$ cat config.mk
export PLATFORM = sky130hd
export DESIGN_NAME = fft_stage_controller
export DESIGN_NICKNAME = d
export VERILOG_FILES = /design/src/rtl/fft_stage_controller.sv
export SDC_FILE = /design/constraint.sdc
export NUM_CORES = 1
export LEC_CHECK = 0
export ABC_AREA = 0
export CAP_MARGIN = 30
export CORE_AREA = 2 2 56 58
export CTS_CLUSTER_SIZE = 8
export DETAILED_ROUTE_END_ITERATION = 8
export DIE_AREA = 0 0 58 60
export GPL_TIMING_DRIVEN = 0
export PLACE_DENSITY_LB_ADDON = 0.15
export SLEW_MARGIN = 5
export SYNTH_ARGS = -nofsm -noshare
export SYNTH_HDL_FRONTEND = slang
export SYNTH_SLANG_ARGS = --single-unit
$ cat constraint.sdc
create_clock -name clk -period 3.8 [get_ports clk]
set_clock_uncertainty 0.15 [all_clocks]
set_input_delay 0.76 -clock clk [delete_from_list [all_inputs] [get_ports clk]]
set_output_delay 0.76 -clock clk [all_outputs]
set_load 0.005 [all_outputs]
$ cat src/rtl/fft_stage_controller.sv
`default_nettype none
// +--------------------------------------------------------------------------+
// | fft_stage_controller: radix-2 DIF FFT address/strobe sequencer.           |
// | Optional macro FFT_BITREV_EN adds a bit-reversed UNLOAD pass.             |
// | Revision: 1.0                                                            |
// +--------------------------------------------------------------------------+
module fft_stage_controller #(
   parameter int N     = 16,
   parameter int LOG2N = 4
) (
   input  logic             clk,
   input  logic             rst,
   input  logic             start,
   output logic             busy,
   output logic             done,
   output logic [LOG2N-1:0] stage,
   output logic             rd_en,
   output logic [LOG2N-1:0] rd_addr_a,
   output logic [LOG2N-1:0] rd_addr_b,
   output logic [LOG2N-2:0] tw_addr,
   output logic             wr_en,
   output logic [LOG2N-1:0] wr_addr_a,
   output logic [LOG2N-1:0] wr_addr_b
`ifdef FFT_BITREV_EN
   ,
   output logic             out_en,
   output logic [LOG2N-1:0] out_index
`endif
);

   localparam int KW   = LOG2N - 1;
   localparam int HALF = N / 2;

   localparam logic [2:0] S_IDLE   = 3'd0;
   localparam logic [2:0] S_RUN    = 3'd1;
   localparam logic [2:0] S_DRAIN  = 3'd2;
   localparam logic [2:0] S_DONE   = 3'd3;
`ifdef FFT_BITREV_EN
   localparam logic [2:0] S_UNLOAD = 3'd4;
`endif

   localparam logic [LOG2N-1:0] C_LAST_STAGE = LOG2N'(LOG2N - 1);
   localparam logic [KW-1:0]    C_K_LAST     = KW'(HALF - 1);

   logic [2:0]       state_q, state_d;
   logic [LOG2N-1:0] s_q, s_d;
   logic [KW-1:0]    k_q, k_d;
   logic             wr_en_q, wr_en_d;
   logic [LOG2N-1:0] wr_addr_a_q, wr_addr_a_d;
   logic [LOG2N-1:0] wr_addr_b_q, wr_addr_b_d;

   logic [LOG2N-1:0] sh, k_ext, span, pos, bfly_a, bfly_b;
   logic [KW-1:0]    bfly_tw;

`ifdef FFT_BITREV_EN
   localparam logic [LOG2N-1:0] C_J_LAST = LOG2N'(N - 1);
   logic [LOG2N-1:0] j_q, j_d;
   logic [LOG2N-1:0] j_rev;

   for (genvar i = 0; i < LOG2N; i++) begin : g_bitrev
      assign j_rev[i] = j_q[LOG2N-1-i];
   end
`endif

   // Butterfly k of stage s: groups of 2*span samples, pair offset span.
   always_comb begin
      sh      = C_LAST_STAGE - s_q;
      k_ext   = {1'b0, k_q};
      span    = LOG2N'(1) << sh;
      pos     = k_ext & (span - LOG2N'(1));
      bfly_a  = (((k_ext >> sh) << sh) << 1) | pos;
      bfly_b  = bfly_a + span;
      bfly_tw = KW'(pos << s_q);
   end

   always_comb begin
      state_d = state_q;
      s_d     = s_q;
      k_d     = k_q;
`ifdef FFT_BITREV_EN
      j_d     = j_q;
`endif
      case (state_q)
         S_IDLE: begin
            if (start) begin
               s_d     = '0;
               k_d     = '0;
               state_d = S_RUN;
            end
         end
         S_RUN: begin
            if (k_q == C_K_LAST) state_d = S_DRAIN;
            else                 k_d     = k_q + 1'b1;
         end
         S_DRAIN: begin
            if (s_q != C_LAST_STAGE) begin
               s_d     = s_q + 1'b1;
               k_d     = '0;
               state_d = S_RUN;
            end else begin
`ifdef FFT_BITREV_EN
               j_d     = '0;
               state_d = S_UNLOAD;
`else
               state_d = S_DONE;
`endif
            end
         end
`ifdef FFT_BITREV_EN
         S_UNLOAD: begin
            if (j_q == C_J_LAST) state_d = S_DONE;
            else                 j_d     = j_q + 1'b1;
         end
`endif
         S_DONE:  state_d = S_IDLE;
         default: state_d = S_IDLE;
      endcase
   end

   always_comb begin
      busy      = (state_q == S_RUN) || (state_q == S_DRAIN);
      done      = (state_q == S_DONE);
      stage     = s_q;
      rd_en     = (state_q == S_RUN);
      rd_addr_a = (state_q == S_RUN) ? bfly_a  : '0;
      rd_addr_b = (state_q == S_RUN) ? bfly_b  : '0;
      tw_addr   = (state_q == S_RUN) ? bfly_tw : '0;
`ifdef FFT_BITREV_EN
      out_en    = 1'b0;
      out_index = '0;
      if (state_q == S_UNLOAD) begin
         busy      = 1'b1;
         rd_en     = 1'b1;
         rd_addr_a = j_rev;
         out_en    = 1'b1;
         out_index = j_q;
      end
`endif
   end

   // Unload reads never write back, so only butterfly reads arm the write.
   always_comb begin
      wr_en_d     = (state_q == S_RUN);
      wr_addr_a_d = rd_addr_a;
      wr_addr_b_d = rd_addr_b;
   end

   assign wr_en     = wr_en_q;
   assign wr_addr_a = wr_addr_a_q;
   assign wr_addr_b = wr_addr_b_q;

   always_ff @(posedge clk or posedge rst) begin
      if (rst) begin
         state_q     <= S_IDLE;
         s_q         <= '0;
         k_q         <= '0;
         wr_en_q     <= 1'b0;
         wr_addr_a_q <= '0;
         wr_addr_b_q <= '0;
`ifdef FFT_BITREV_EN
         j_q         <= '0;
`endif
      end else begin
         state_q     <= state_d;
         s_q         <= s_d;
         k_q         <= k_d;
         wr_en_q     <= wr_en_d;
         wr_addr_a_q <= wr_addr_a_d;
         wr_addr_b_q <= wr_addr_b_d;
`ifdef FFT_BITREV_EN
         j_q         <= j_d;
`endif
      end
   end

endmodule
`default_nettype wire
==> flow_summary_export.csv <==
group,metric,value,unit
route,routedWlPerCell,13.5,um
power_and_ir_drop,power_density,621,mW/mm2
route,dr.first_iter.drc_count,36,
critical_path,crit_fanout,3,
grt,antenna_found_initial,0,
floorplanning,die_area,0.00348,mm2
timing,worstMarginPinSlew,0.712,ns
timing,finalCriticalPeriod,3.65,ns
grt,grt_pass1_vias,982,
clock_tree,worstSkewPairLatency,0.29,ns
timing,max_slew_margin,0.525,
synth,synth.avg_cell_area,9.66,um2
route,ant_nets,0,
layout,layout.nets,172,
timing,fmax,274,MHz
layout,fin_util,0.540,
critical_path,crit_path_end_kind,"output pin",
grt,grt_max_degree,19,
timing,drv_slew,0,
synth,synth_simple_gate_area_share,0.220,
placement,hpwl,1890,um
synth,synthTopCellsByCount,"dfrtp_1, ha_1, nand2_1",
clock_tree,cts_buffer_depth,2,
floorplanning,core,0.00290,mm2
floorplanning,die_x,58,um
clock_tree,cts_max_level,1,
placement,placed_cell_area,0.00144,mm2
grt,grt_overflow_total,0,
run,maxCapViolCount,0,
power_and_ir_drop,power.leakage,0.713,nW
route,wirelength,2520,um
placement,port-buffer-count,29,
clock_tree,clock-root-buffer,"clkbuf_4",
clock_tree,cts_tree,"done",
synth,synth_area,0.00111,mm2
timing,rsz0062_at_grt,"false",
grt,grt_use_total,0.161,
timing,setup_violations,0,
power_and_ir_drop,irDropWorstVdd,408,uV
clock_tree,numCtsBuffers,3,
clock_tree,cts.sinks,18,
synth,synth-seq-cells,18,
critical_path,critPathKind,"reg -> out",
critical_path,required,2.89,ns
route,first_pass_iters,4,
layout,drive_above_1_share,0.201,
synth,synthArstFlopShare,1.00,
synth,yosysSeqAreaShare,0.405,
clock_tree,hold_buffers,0,
synth,synth-edff-count,0,
synth,yosysWarningCount,0,
synth,synthTopCellsByArea,"dfrtp_1, ha_1, nand3_1",
timing,hold_viol,0,
timing,min_period_over_period,0.962,
clock_tree,clk_pin_slew_worst_paths,0.11,ns
synth,synth_cells,115,
status,outcome,"finished, final reports clean",
synth,synth_fp_nets,131,
synth,synth_top_area_cell,"dfrtp_1",
route,via_per_inst,5.19,
layout,n_antenna_cell,0,
synth,synth_top_family_by_area,"simple AND/OR/NAND/NOR gates",
synth,synth_top_area_share,0.405,
synth,synth.most_common_cell,"dfrtp_1",
floorplanning,fp.dieH,60,um
synth,ys_types,35,
critical_path,cp-start-kind,"flip-flop",
floorplanning,start_util,0.383,
layout,syn2layout_area_growth,41.1,%
worst_hold_path,hold_path.class,"reg -> reg",
grt,grt_first_pass_wirelength,4230,um
floorplanning,ios,30,
layout,design_area,0.00157,mm2
power_and_ir_drop,power,0.000974,W
synth,synth_compound_area_frac,0.140,
synth,muxShareOfSynthArea,0.00901,
synth,synth_xor_area_frac,0.0236,
placement,gp_congestion,0.836,
route,vias,971,
route,drc,0,
synth,synth-adder-area-share,0.153,
synth,synth_ff_type,"dfrtp_1",
floorplanning,num_rows,20,
critical_path,cp.arrival,2.74,ns
## state kept, by name, indices dropped and copies added (netlist names)
| register | count |
|---|---|
| k_q | 3 |
| stage | 4 |
| state_q | 2 |
| wr_addr_a | 4 |
| wr_addr_b | 4 |
| wr_en | 1 |
## metal layers
metal	share of wire	vias to the layer above	GRT usage
met1	0.44	462	0.193
met4	0.015	0	0.0731
met5	0	-	0
met2	0.50	24	0.287
met3	0.040	4	0.0216
li1	-	481	-
## power breakdown
group	leakage [nW]	internal [W]	switching, W
logic	0.458	0.000300	0.000282
clock network	0.0138	0.0000368	0.0000616
registers	0.241	0.000243	0.0000515
total	0.713	0.000579	0.000395
## final timing paths
path | cells past startpoint | start | slack [ns] | to
worst max-delay path | 12 | stage[2] | 0.15 | rd_addr_b[1]
worst max register to register | 14 | stage[2] | 1.15 | wr_addr_b[3]
worst min register to register | 2 | state_q[0] | 0.43 | state_q[0]
worst min-delay path | 2 | state_q[0] | 0.43 | state_q[0]
min in group asynchronous | 2 | rst | 0.72 | k_q[2]
max in group asynchronous | 2 | rst | 2.29 | stage[2]
## cells by family (layout without fill, tap and decap cells)
kind of cell / count (synthesis) / in the layout
buffers and inverters: 12 / 51
multiplexers: 1 / 1
AND/OR/NAND/NOR: 44 / 44
adder cells (fa/ha/maj): 13 / 13
XOR/XNOR: 3 / 3
flip-flops: 18 / 18
other: 1 / 1
AO/OA/AOI/OAI: 23 / 23
## layout by cell type (no fill, tap or decap), types with 2 or more instances in the layout
cell and n:
and2_1 3, clkbuf_4 3, dfrtp_1 17, ha_4 2, and3_1 2, nand2_1 9, xnor2_1 2, nand3_1 9
inv_2 2, nor2_1 7, clkbuf_2 2, buf_4 8, inv_1 7, nor2_4 2, clkdlybuf4s50_1 26, a21oi_1 3
buf_2 2, ha_1 9, nor2b_1 2, o31ai_1 2, o21ai_0 8, a22o_1 2
## timing repair
item	CTS	global route
resized for setup	16	5
setup buffers	5	2
pin swaps	3	5
endpoints found under the setup margin	7	3
## final cells by class
type                    instances  area [um2]
plain buffers                   3        17.5
flip-flops and latches         18         452
inverters                       9        33.8
fillers                       273        1340
multi-input cells              85         669
clock buffers                   3        22.5
well taps                      33        41.3
repair buffers                 36         332
## metrics by stage
| stage | setup slack (ns) | cells | hold WS (ns) | setup TNS, ns |
|---|---|---|---|---|
| after floorplan | 0.191 | 115 | 0.363 | 0 |
| after CTS | 0.00371 | 185 | 0.441 | 0 |
| after global placement | -0.504 | 177 | 0.390 | -1.24 |
| after global routing | 0.00288 | 187 | 0.477 | 0 |
| final | 0.145 | 187 | 0.434 | 0 |
| after detailed placement | -0.570 | 177 | 0.413 | -1.57 |
## worst max-delay path, stage by stage, from the launching register on
cell and delay, ns:
dfrtp_2 0.43, inv_2 0.08, ha_4 0.22, nor2_4 0.11, nand2_2 0.08, nor2_4 0.11
inv_1 0.05, ha_2 0.31, nand2b_4 0.13, o21ai_2 0.08, fa_1 0.50, and2_1 0.12
dlygate4sd2_1 0.23
Power figures use the tool's default switching activity.
